## config.mk

```make
export PLATFORM = sky130hd
export DESIGN_NAME = mem_arb_a_flat
export DESIGN_NICKNAME = d
export VERILOG_FILES = /design/src/rtl/mem_pkg.sv /design/src/rtl/mem_arb_a_if.sv /design/src/rtl/px_fifo.sv /design/src/rtl/mem_arb.sv /design/src/flat_wrapper.sv
export SDC_FILE = /design/constraint.sdc
export NUM_CORES = 1
export LEC_CHECK = 0
export ABC_AREA = 1
export CORE_UTILIZATION = 50
export DETAILED_ROUTE_END_ITERATION = 10
export PLACE_DENSITY = 0.78
export REMOVE_ABC_BUFFERS = 1
export SLEW_MARGIN = 20
export SYNTH_ARGS = -nofsm -noshare
export SYNTH_HDL_FRONTEND = slang
export SYNTH_SLANG_ARGS = --single-unit
```

## constraint.sdc

```tcl
create_clock -name clk -period 3.1 [get_ports clk]
set_clock_uncertainty 0.2 [all_clocks]
set_input_delay 0.62 -clock clk [delete_from_list [all_inputs] [get_ports clk]]
set_output_delay 0.62 -clock clk [all_outputs]
set_load 0.01 [all_outputs]
```

## src/rtl/mem_pkg.sv

```systemverilog
// Shared widths and grant encoding for the frame-buffer memory arbiter.
// Imported by the interface, FIFO and arbiter top.
package mem_pkg;
  localparam int ADDR_W = 19;
  localparam int DATA_W = 8;
  localparam int LVL_W  = 3;

  typedef enum logic [1:0] {
    GNT_NONE = 2'd0,
    GNT_WR   = 2'd1,
    GNT_RD   = 2'd2
  } gnt_e;
endpackage

```

## src/rtl/mem_arb_a_if.sv

```systemverilog
// Pixel, read-port and BRAM bundle of the frame-buffer arbiter.
// The slave modport is the arbiter side.
interface mem_arb_a_if;
  import mem_pkg::*;

  logic [DATA_W-1:0] pixel_i;
  logic              pixel_en_i;
  logic              rd_req_i;
  logic [ADDR_W-1:0] rd_addr_i;
  logic              rd_gnt_o;
  logic              rd_valid_o;
  logic [DATA_W-1:0] rd_data_o;
  logic              rd_err_o;
  logic              ena_o;
  logic              wea_o;
  logic [ADDR_W-1:0] addra_o;
  logic [DATA_W-1:0] d2mema_o;
  logic [DATA_W-1:0] mem2da_i;
  logic              frame_done_o;
  logic              ovf_o;
  logic [LVL_W-1:0]  fifo_level_o;

  modport slave (
    input  pixel_i, pixel_en_i,
    input  rd_req_i, rd_addr_i,
    input  mem2da_i,
    output rd_gnt_o, rd_valid_o,
    output rd_data_o, rd_err_o,
    output ena_o, wea_o,
    output addra_o, d2mema_o,
    output frame_done_o, ovf_o,
    output fifo_level_o
  );

  modport master (
    output pixel_i, pixel_en_i,
    output rd_req_i, rd_addr_i,
    output mem2da_i,
    input  rd_gnt_o, rd_valid_o,
    input  rd_data_o, rd_err_o,
    input  ena_o, wea_o,
    input  addra_o, d2mema_o,
    input  frame_done_o, ovf_o,
    input  fifo_level_o
  );
endinterface

```

## src/rtl/px_fifo.sv

```systemverilog
// Pixel write buffer: circular FIFO with first-word fall-through head.
// A push while full is accepted only when a pop frees the slot.
module px_fifo
  import mem_pkg::*;
#(
  parameter int DW    = DATA_W,
  parameter int DEPTH = 4,
  localparam int PW   = (DEPTH > 1) ? $clog2(DEPTH) : 1,
  localparam int LW   = $clog2(DEPTH + 1)
) (
  input  logic          clk,
  input  logic          rst,
  input  logic          push,
  input  logic          pop,
  input  logic [DW-1:0] din,
  output logic [DW-1:0] dout,
  output logic          full,
  output logic          empty,
  output logic [LW-1:0] level
);

  logic [DW-1:0] mem [DEPTH];
  logic [PW-1:0] wp;
  logic [PW-1:0] rp;
  logic [LW-1:0] cnt;
  logic          do_push;
  logic          do_pop;

  assign full    = (cnt == LW'(DEPTH));
  assign empty   = (cnt == '0);
  assign level   = cnt;
  assign dout    = mem[rp];
  assign do_pop  = pop && !empty;
  assign do_push = push && (!full || do_pop);

  function automatic logic [PW-1:0] nxt(
    input logic [PW-1:0] p
  );
    return (p == PW'(DEPTH - 1)) ? '0 : p + 1'b1;
  endfunction

  always_ff @(posedge clk or posedge rst) begin
    if (rst) begin
      wp  <= '0;
      rp  <= '0;
      cnt <= '0;
    end else begin
      if (do_push) wp <= nxt(wp);
      if (do_pop)  rp <= nxt(rp);
      unique case ({do_push, do_pop})
        2'b10:   cnt <= cnt + 1'b1;
        2'b01:   cnt <= cnt - 1'b1;
        default: cnt <= cnt;
      endcase
    end
  end

  always_ff @(posedge clk) begin
    if (do_push) mem[wp] <= din;
  end

endmodule

```

## src/rtl/mem_arb.sv

```systemverilog
// Frame-buffer arbiter: pixel writes vs random reads on one BRAM port.
// Reads win unless the pixel FIFO reaches the starvation level.
module mem_arb_a
  import mem_pkg::*;
#(
  parameter int MAX_ROW    = 540,
  parameter int MAX_COL    = 540,
  parameter int FIFO_DEPTH = 4,
  parameter int STARVE_TH  = 3
) (
  input logic        clk,
  input logic        rst,
  mem_arb_a_if.slave bus
);

  localparam int FRAME = MAX_ROW * MAX_COL;
  localparam int LW    = $clog2(FIFO_DEPTH + 1);
  localparam logic [ADDR_W:0] FRAME_A =
    (ADDR_W + 1)'(FRAME);
  localparam logic [ADDR_W-1:0] LAST_A =
    ADDR_W'(FRAME - 1);

  gnt_e              gnt;
  gnt_e              last_gnt;
  logic [ADDR_W-1:0] wptr;
  logic              ovf;
  logic [DATA_W-1:0] head;
  logic              full;
  logic              empty;
  logic [LW-1:0]     lvl;
  logic              addr_ok;
  logic              starve;
  logic              pop;
  logic              rd_vld;

  assign addr_ok =
    ({1'b0, bus.rd_addr_i} < FRAME_A);
  assign starve  = (int'(lvl) >= STARVE_TH);
  assign pop     = (gnt == GNT_WR);

  px_fifo #(
    .DW    (DATA_W),
    .DEPTH (FIFO_DEPTH)
  ) u_fifo (
    .clk   (clk),
    .rst   (rst),
    .push  (bus.pixel_en_i),
    .pop   (pop),
    .din   (bus.pixel_i),
    .dout  (head),
    .full  (full),
    .empty (empty),
    .level (lvl)
  );

  always_comb begin
    gnt = GNT_NONE;
    if (rst)
      gnt = GNT_NONE;
    else if (starve)
      gnt = GNT_WR;
    else if (bus.rd_req_i && addr_ok)
      gnt = GNT_RD;
    else if (!empty)
      gnt = GNT_WR;
  end

  always_comb begin
    bus.ena_o    = 1'b0;
    bus.wea_o    = 1'b0;
    bus.addra_o  = '0;
    bus.d2mema_o = '0;
    unique case (gnt)
      GNT_WR: begin
        bus.ena_o    = 1'b1;
        bus.wea_o    = 1'b1;
        bus.addra_o  = wptr;
        bus.d2mema_o = head;
      end
      GNT_RD: begin
        bus.ena_o   = 1'b1;
        bus.addra_o = bus.rd_addr_i;
      end
      default: ;
    endcase
  end

  // Out-of-range reads never reach the BRAM; they only flag an error.
  assign bus.rd_gnt_o = (gnt == GNT_RD);
  assign bus.rd_err_o =
    !rst && bus.rd_req_i && !addr_ok;
  assign bus.frame_done_o =
    (gnt == GNT_WR) && (wptr == LAST_A);

  always_ff @(posedge clk or posedge rst) begin
    if (rst) begin
      wptr     <= '0;
      last_gnt <= GNT_NONE;
      ovf      <= 1'b0;
    end else begin
      last_gnt <= gnt;
      if (pop)
        wptr <= (wptr == LAST_A) ? '0
              : wptr + 1'b1;
      if (bus.pixel_en_i && full && !pop)
        ovf <= 1'b1;
    end
  end

  assign rd_vld           = (last_gnt == GNT_RD);
  assign bus.rd_valid_o   = rd_vld;
  assign bus.rd_data_o    =
    rd_vld ? bus.mem2da_i : '0;
  assign bus.ovf_o        = ovf;
  assign bus.fifo_level_o = LVL_W'(lvl);

endmodule

```

## src/flat_wrapper.sv

```systemverilog
// flat-port wrapper written by rule: the top's interface ports become plain ports
module mem_arb_a_flat import mem_pkg::*;
#(
  parameter int MAX_ROW    = 540,
  parameter int MAX_COL    = 540,
  parameter int FIFO_DEPTH = 4,
  parameter int STARVE_TH  = 3
)
  (clk, rst, bus_pixel_i, bus_pixel_en_i, bus_rd_req_i, bus_rd_addr_i, bus_mem2da_i, bus_rd_gnt_o, bus_rd_valid_o, bus_rd_data_o, bus_rd_err_o, bus_ena_o, bus_wea_o, bus_addra_o, bus_d2mema_o, bus_frame_done_o, bus_ovf_o, bus_fifo_level_o);
  mem_arb_a_if bus_i ();
  input logic clk;
  input logic rst;
  input wire logic [$bits(bus_i.pixel_i)-1:0] bus_pixel_i;
  input wire logic [$bits(bus_i.pixel_en_i)-1:0] bus_pixel_en_i;
  input wire logic [$bits(bus_i.rd_req_i)-1:0] bus_rd_req_i;
  input wire logic [$bits(bus_i.rd_addr_i)-1:0] bus_rd_addr_i;
  input wire logic [$bits(bus_i.mem2da_i)-1:0] bus_mem2da_i;
  output wire logic [$bits(bus_i.rd_gnt_o)-1:0] bus_rd_gnt_o;
  output wire logic [$bits(bus_i.rd_valid_o)-1:0] bus_rd_valid_o;
  output wire logic [$bits(bus_i.rd_data_o)-1:0] bus_rd_data_o;
  output wire logic [$bits(bus_i.rd_err_o)-1:0] bus_rd_err_o;
  output wire logic [$bits(bus_i.ena_o)-1:0] bus_ena_o;
  output wire logic [$bits(bus_i.wea_o)-1:0] bus_wea_o;
  output wire logic [$bits(bus_i.addra_o)-1:0] bus_addra_o;
  output wire logic [$bits(bus_i.d2mema_o)-1:0] bus_d2mema_o;
  output wire logic [$bits(bus_i.frame_done_o)-1:0] bus_frame_done_o;
  output wire logic [$bits(bus_i.ovf_o)-1:0] bus_ovf_o;
  output wire logic [$bits(bus_i.fifo_level_o)-1:0] bus_fifo_level_o;
  assign bus_i.pixel_i = bus_pixel_i;
  assign bus_i.pixel_en_i = bus_pixel_en_i;
  assign bus_i.rd_req_i = bus_rd_req_i;
  assign bus_i.rd_addr_i = bus_rd_addr_i;
  assign bus_i.mem2da_i = bus_mem2da_i;
  assign bus_rd_gnt_o = bus_i.rd_gnt_o;
  assign bus_rd_valid_o = bus_i.rd_valid_o;
  assign bus_rd_data_o = bus_i.rd_data_o;
  assign bus_rd_err_o = bus_i.rd_err_o;
  assign bus_ena_o = bus_i.ena_o;
  assign bus_wea_o = bus_i.wea_o;
  assign bus_addra_o = bus_i.addra_o;
  assign bus_d2mema_o = bus_i.d2mema_o;
  assign bus_frame_done_o = bus_i.frame_done_o;
  assign bus_ovf_o = bus_i.ovf_o;
  assign bus_fifo_level_o = bus_i.fifo_level_o;
  mem_arb_a #(.MAX_ROW(MAX_ROW), .MAX_COL(MAX_COL), .FIFO_DEPTH(FIFO_DEPTH), .STARVE_TH(STARVE_TH)) u_core (.clk(clk), .rst(rst), .bus(bus_i));
endmodule
```

==> metrics.txt, run 1 <==
Clock Sinks 61; Crit-path slowest cell dlygate4sd2_1; 1st-pass router iterations 5; drt drc 0; WHS 294 ps; status finished clean; dpl cell area 4610 µm²; FF-to-FF path depth 17; Final Setup Violations 0; # IOs 84; Max clock buf depth 2; RD Place Congestion 0.952; Final Hold Fails 0; Total GRT Usage 28.4%; worst stage delay on the critical path 260 ps; largest net degree at the start of global routing 30; Post-Synthesis Cell Area 3500 µm²; Worst-path clk slew 70 ps; Crit Path Class in2out; Synth Area in Simple Gates 28.3%; multiplexer share of the synthesized area 0%; Placed Instances 636; syn avg cell area 7.62 µm²; Num CTS Buffers 9; GR Layer Usage met1 34.7%; Worst-Skew Late Latency 340 ps; final std cells w/o fill 664; CP Max Fanout 5; fin util 73.4%; pin slew with the least headroom to its limit 645 ps; ANT nets after route 0; die width 85.6 µm; antenna violations before repair 0; Post-Synth XOR/XNOR Area 2.00%; fin area 4960 µm²; Synth area leaders edfxtp_1 27%, dfrtp_1 21%, nand2_1 11%; Vias/cell 5.28; crit start category input port; Hold Path Cell Cnt 1; Pwr Density 762 nW/µm²; CORE AREA 6760 µm²; fill count 497; initial drt markers 173; FF+latch count, synth 61; GRT Max-Usage Layer met2; Most used DFF post-synth edfxtp_1; overall power 3.78 mW; # port buffers 83; htree depth 3; endpoint type of the worst setup path output port; Area Growth Syn to Fin 41.8%; Critical Path AT 2230 ps; Seq/Total Area, Yosys 48.2%; P_leak 2.35 nW; Hold Crit Class reg2reg; share of post-route cells with drive strength above 1 24.3%; WL/cell 15.1 µm; clock root buffer clkbuf_8; fmax 327 MHz; TritonCTS clock tree done; critical path cell sequence dlygate4sd2_1, nand3_2, nor2_1, o21ai_2, nand2_1, inv_1, nand3_2, ha_4, clkbuf_16, nand3_2, clkinv_2, buf_2; Post-Synth Adder-Cell Area 3.43%; fin nets 627; max-cap viol count 0; most frequent CP cell nand3_2; M2 GR Usage 48.9%; initial core utilization 51.8%; Max Transition Viols Final 0; vias 3504; synth warn 0; dpl hpwl 6610 µm; Synth cell types 29; Rows 30; Antenna Diode Count 0; Post-Synthesis Cells 459; number of global-route vias before repair 3291; Die Y 85.6 µm; Post-synth ARST share 47.5%; Routed WL 10000 µm; GRT met3 Usage 5.00%; largest family of logic cells by synthesized area simple AND/OR/NAND/NOR gates; cell taking the most area after synthesis edfxtp_1; CP Data Required Time 2280 ps; Period Utilization, post-route 98.5%; VDD IR max 0.569 mV; Synth top area share 27.5%; Post-CTS Hold Buffers 0; slew margin rel. 57.0%; EDFF count, synth 32; Synth Area in Compound Gates 8.34%; first-pass GRT wire length 15700 µm; Die Area 7330 µm²; sequential cell area 1690 µm²; Final min period 3050 ps; Multi-input gate area 1660 µm²; gr ovfl total 0
synth_stat cells (5+ instances only):
library cell,count
a21oi_1,28
inv_1,66
nand2_1,104
nor3_1,5
xor2_1,6
nand4_1,9
edfxtp_1,32
buf_2,11
nor2_1,88
ha_1,8
o21ai_0,26
dfrtp_1,29
nand3_1,25
layer usage:
| layer | wire length, µm | vias up | part of all wire, % |
|---|---|---|---|
| met5 | 0 | - | 0 |
| met3 | 692 | 25 | 6.9 |
| met4 | 249 | 0 | 2.5 |
| met1 | 3980 | 1638 | 40 |
| li1 | - | 1696 | - |
| met2 | 5130 | 145 | 51 |
cell type report:
class	count	area share, %
well taps	80	2.02
repair buffers	125	21.2
multi-input cells	313	33.6
clock inverters	6	1.29
inverters	69	5.30
flip-flops and latches	61	34.0
clock buffers	10	2.57
layout by cell type, fill, tap and decap left out, types with 9 or more instances in the layout:
cell type and instances:
clkbuf_8 9, edfxtp_1 32, o21ai_0 24, nand2_2 11
clkdlybuf4s50_1 36, buf_2 28, buf_4 35, inv_1 63
nand3_1 22, nand2_1 91, dfrtp_1 29, dlygate4sd2_1 11
nand4_1 9, a21oi_2 17, a21oi_1 12, nor2_1 86
repair_timing:
item / 4_1_cts / 5_1_grt
setup endpoints to repair: 32 / 33
resized for setup: 151 / 50
pin swaps: 14 / 19
setup buffers: 6 / 5
gates cloned: 1 / 1
sequential cells by signal, summed over array words and instances (netlist names):
name                 count
u_core.u_fifo.wp         2
u_core.u_fifo.rp         2
u_core.u_fifo.level      3
u_core.last_gnt          2
u_core.bus.ovf_o         1
u_core.u_fifo.mem       32
u_core.wptr             19
power by group:
| part | internal (mW) | leakage [nW] | switching, mW |
|---|---|---|---|
| clock network | 0.371 | 0.0927 | 0.324 |
| registers | 1.07 | 0.626 | 0.223 |
| logic | 0.761 | 1.63 | 1.03 |
| total | 2.20 | 2.35 | 1.58 |
critical path, delay by kind of cell:
family,cells,cell delay [ps]
AOI/OAI and AO/OA,1,220
adders and majority gates,1,220
buffers and inverters,5,710
and+or+nand+nor,5,460
logic make-up (layout without fill, tap and decap cells):
group	count (synthesis)	in the layout
adder cells (fa/ha/maj)	9	9
AO/OA/AOI/OAI	57	57
AND/OR/NAND/NOR	239	239
flip-flops	61	61
buffers and inverters	85	210
XOR/XNOR	8	8
through the flow:
step | setup WS (ps) | setup TNS, ps
final | 46.2 | 0
after global routing | -39.9 | -122
after CTS | 12.0 | 0
after detailed placement | -660 | -24080
after global placement | -652 | -22890
after floorplan | -520 | -19830
final timing paths:
path / slack, ps / start / to
hold reg to reg: 290 / u_core.bus.ovf_o / u_core.bus.ovf_o
setup / recovery: 50 / bus_rd_addr_i[14] / bus_frame_done_o
hold / removal: 290 / u_core.bus.ovf_o / u_core.bus.ovf_o
setup reg to reg: 350 / u_core.u_fifo.level[0] / u_core.u_fifo.level[2]
max in group asynchronous: 2070 / rst / u_core.wptr[1]
min in group asynchronous: 340 / rst / u_core.u_fifo.rp[1]
(Power assumes the default switching activity.)
==> inputs of run 2 (changes only) <==
- SETUP_SLACK_MARGIN: not set -> 0.2
==> run 2 against run 1 <==
Against the previous run:
- the run now ends with setup timing left
- die area unchanged
- sequential share of layout area decreased by 0.78 points
- via count increased by 2.1%
- wire length increased by 6.3%
- clock power about the same
- register-to-register slack got worse by 110 ps
- setup slack got worse by 57 ps
- cell count increased by 0.60%
- total power increased by 5.7%
- largest power group unchanged
- highest routed layer unchanged
==> metrics.txt, run 2 (synthesis results as in run 1) <==
clock root buffer clkbuf_8; Final Setup Violations 1; Crit Path Class in2out; fin nets 631; Total GRT Usage 28.4%; Power Internal 2.31 mW; fmax 321 MHz; DP Worst Slack -660 ps; initial drt markers 198; RSZ-0062 raised after global routing yes; pin slew with the least headroom to its limit 635 ps; Hold Crit Class reg2reg; sw power 1.68 mW; Antenna Diode Count 0; Vias/cell 5.36; initial core utilization 51.8%; status finished with violations; Routed WL 10700 µm; worst stage delay on the critical path 210 ps; Clk pwr share 17.5%; Area Growth Syn to Fin 45.1%; CORE AREA 6760 µm²; ANT nets after route 0; Rows 30; endpoint type of the worst setup path output port; failing checks setup timing; die width 85.6 µm; Final Hold Fails 0; fill count 472; RD Place Congestion 0.952; Period Utilization, post-route 100%; critical path cell sequence clkdlybuf4s15_1, nand2_1, inv_1, nand2_1, nand2_1, nand2_2, nand3_4, nand2_4, buf_12, ha_4, buf_12, nand2_1, a21oi_2, buf_2; Pwr Density 787 nW/µm²; most frequent cells in the layout 96 x nand2_1, 85 x nor2_1, 56 x inv_1; Logic pwr share 50.1%; most frequent CP cell nand2_1; CP Data Required Time 2280 ps; share of post-route cells with drive strength above 1 29.3%; number of global-route vias before repair 3345; Die Area 7330 µm²; sequential share of power 32.4%; Switching Share 42.2%; max FFs per register 32; WHS 298 ps; Critical Path AT 2290 ps; antenna violations before repair 0; P_leak 2.37 nW; Max Transition Viols Final 0; 1st-pass router iterations 5; Num CTS Buffers 9; Worst-path clk slew 70 ps; Max clock buf depth 2; first-pass GRT wire length 15800 µm; Largest Register u_core.u_fifo.mem; Crit-path slowest cell a21oi_2; drt drc 0; vias 3579; htree depth 3; most common cell after layout, fill and taps aside nand2_1; Post-CTS Hold Buffers 0; largest net degree at the start of global routing 30; overall power 3.99 mW; CP Max Fanout 10; setup ws final -10.8 ps; dpl hpwl 6610 µm; sequential cell area 1690 µm²; slew margin rel. 57.6%; crit start category input port; TritonCTS clock tree done; Multi-input gate area 1710 µm²; # port buffers 83; Final min period 3110 ps; Clock Sinks 61; Die Y 85.6 µm; Worst-Skew Late Latency 350 ps; gr ovfl total 0; max-cap viol count 0; VDD IR max 0.570 mV; WL/cell 16.0 µm; # IOs 84
[run 2: cell types whose count changed in the layout (fill, tap and decap cells not counted), sizes merged]
cell	delta
buf	+16
clkbuf	-1
clkdlybuf4s50	-2
dlygate4sd2	-8
dlymetal6s2s	-1
[run 2: repair_timing]
item                       CTS  global route
pin swaps                   21             7
cloned                       1             2
gates resized for setup    218            45
setup buffers                8             5
setup endpoints to repair   37            34
[run 2: area by class of cell]
cell class | instances | area share (%)
Clock buffer | 10 | 2.51
Clock inverter | 6 | 1.26
Inverter | 69 | 5.23
Multi-Input combinational cell | 313 | 33.8
Sequential cell | 61 | 33.2
Tap cell | 80 | 1.97
Timing Repair Buffer | 129 | 22.0
[run 2: final timing paths]
check | depth (start not counted) | endpoint | start | slack, ps
setup / recovery | 14 | bus_addra_o[15] | bus_rd_addr_i[8] | -10
hold / removal | 1 | u_core.bus.ovf_o | u_core.bus.ovf_o | 300
setup reg to reg | 18 | u_core.u_fifo.level[2] | u_core.u_fifo.level[0] | 240
hold reg to reg | 1 | u_core.bus.ovf_o | u_core.bus.ovf_o | 300
max in group asynchronous | 3 | u_core.wptr[1] | rst | 1960
min in group asynchronous | 3 | u_core.u_fifo.rp[1] | rst | 450
[run 2: critical path, delay by kind of cell]
family	cells	cell delay, ps
adder cells (fa/ha/maj)	1	160
buffers and inverters	5	640
AND/OR/NAND/NOR	7	640
AO/OA/AOI/OAI	1	210
[run 2: power by group through the flow]
stage | sequential [mW] | clock [mW] | combinational (mW)
after floorplan | 1.25 | 0 | 0.866
after global placement | 1.28 | 0 | 1.57
after detailed placement | 1.29 | 0 | 1.62
after CTS | 1.28 | 0.701 | 1.71
after global routing | 1.32 | 0.740 | 2.18
final | 1.29 | 0.698 | 2.00
[run 2: per-stage QoR]
stage	cell area [µm²]	setup TNS [ps]	cells	util (%)
after detailed placement	4610	-24080	636	68.3
final	5070	-10.8	668	75.1
after global routing	5070	-85.2	668	75.1
after CTS	4840	0	661	71.7
after global placement	4610	-22890	636	68.3
after floorplan	3420	-19830	443	-
[run 2: metal layers]
metal	up-vias	global-route usage [%]	wire (µm)
met3	42	7.03	672
met2	153	48.3	5340
li1	1700	-	-
met1	1684	33.9	4240
met5	-	0	0
met4	0	13.6	432
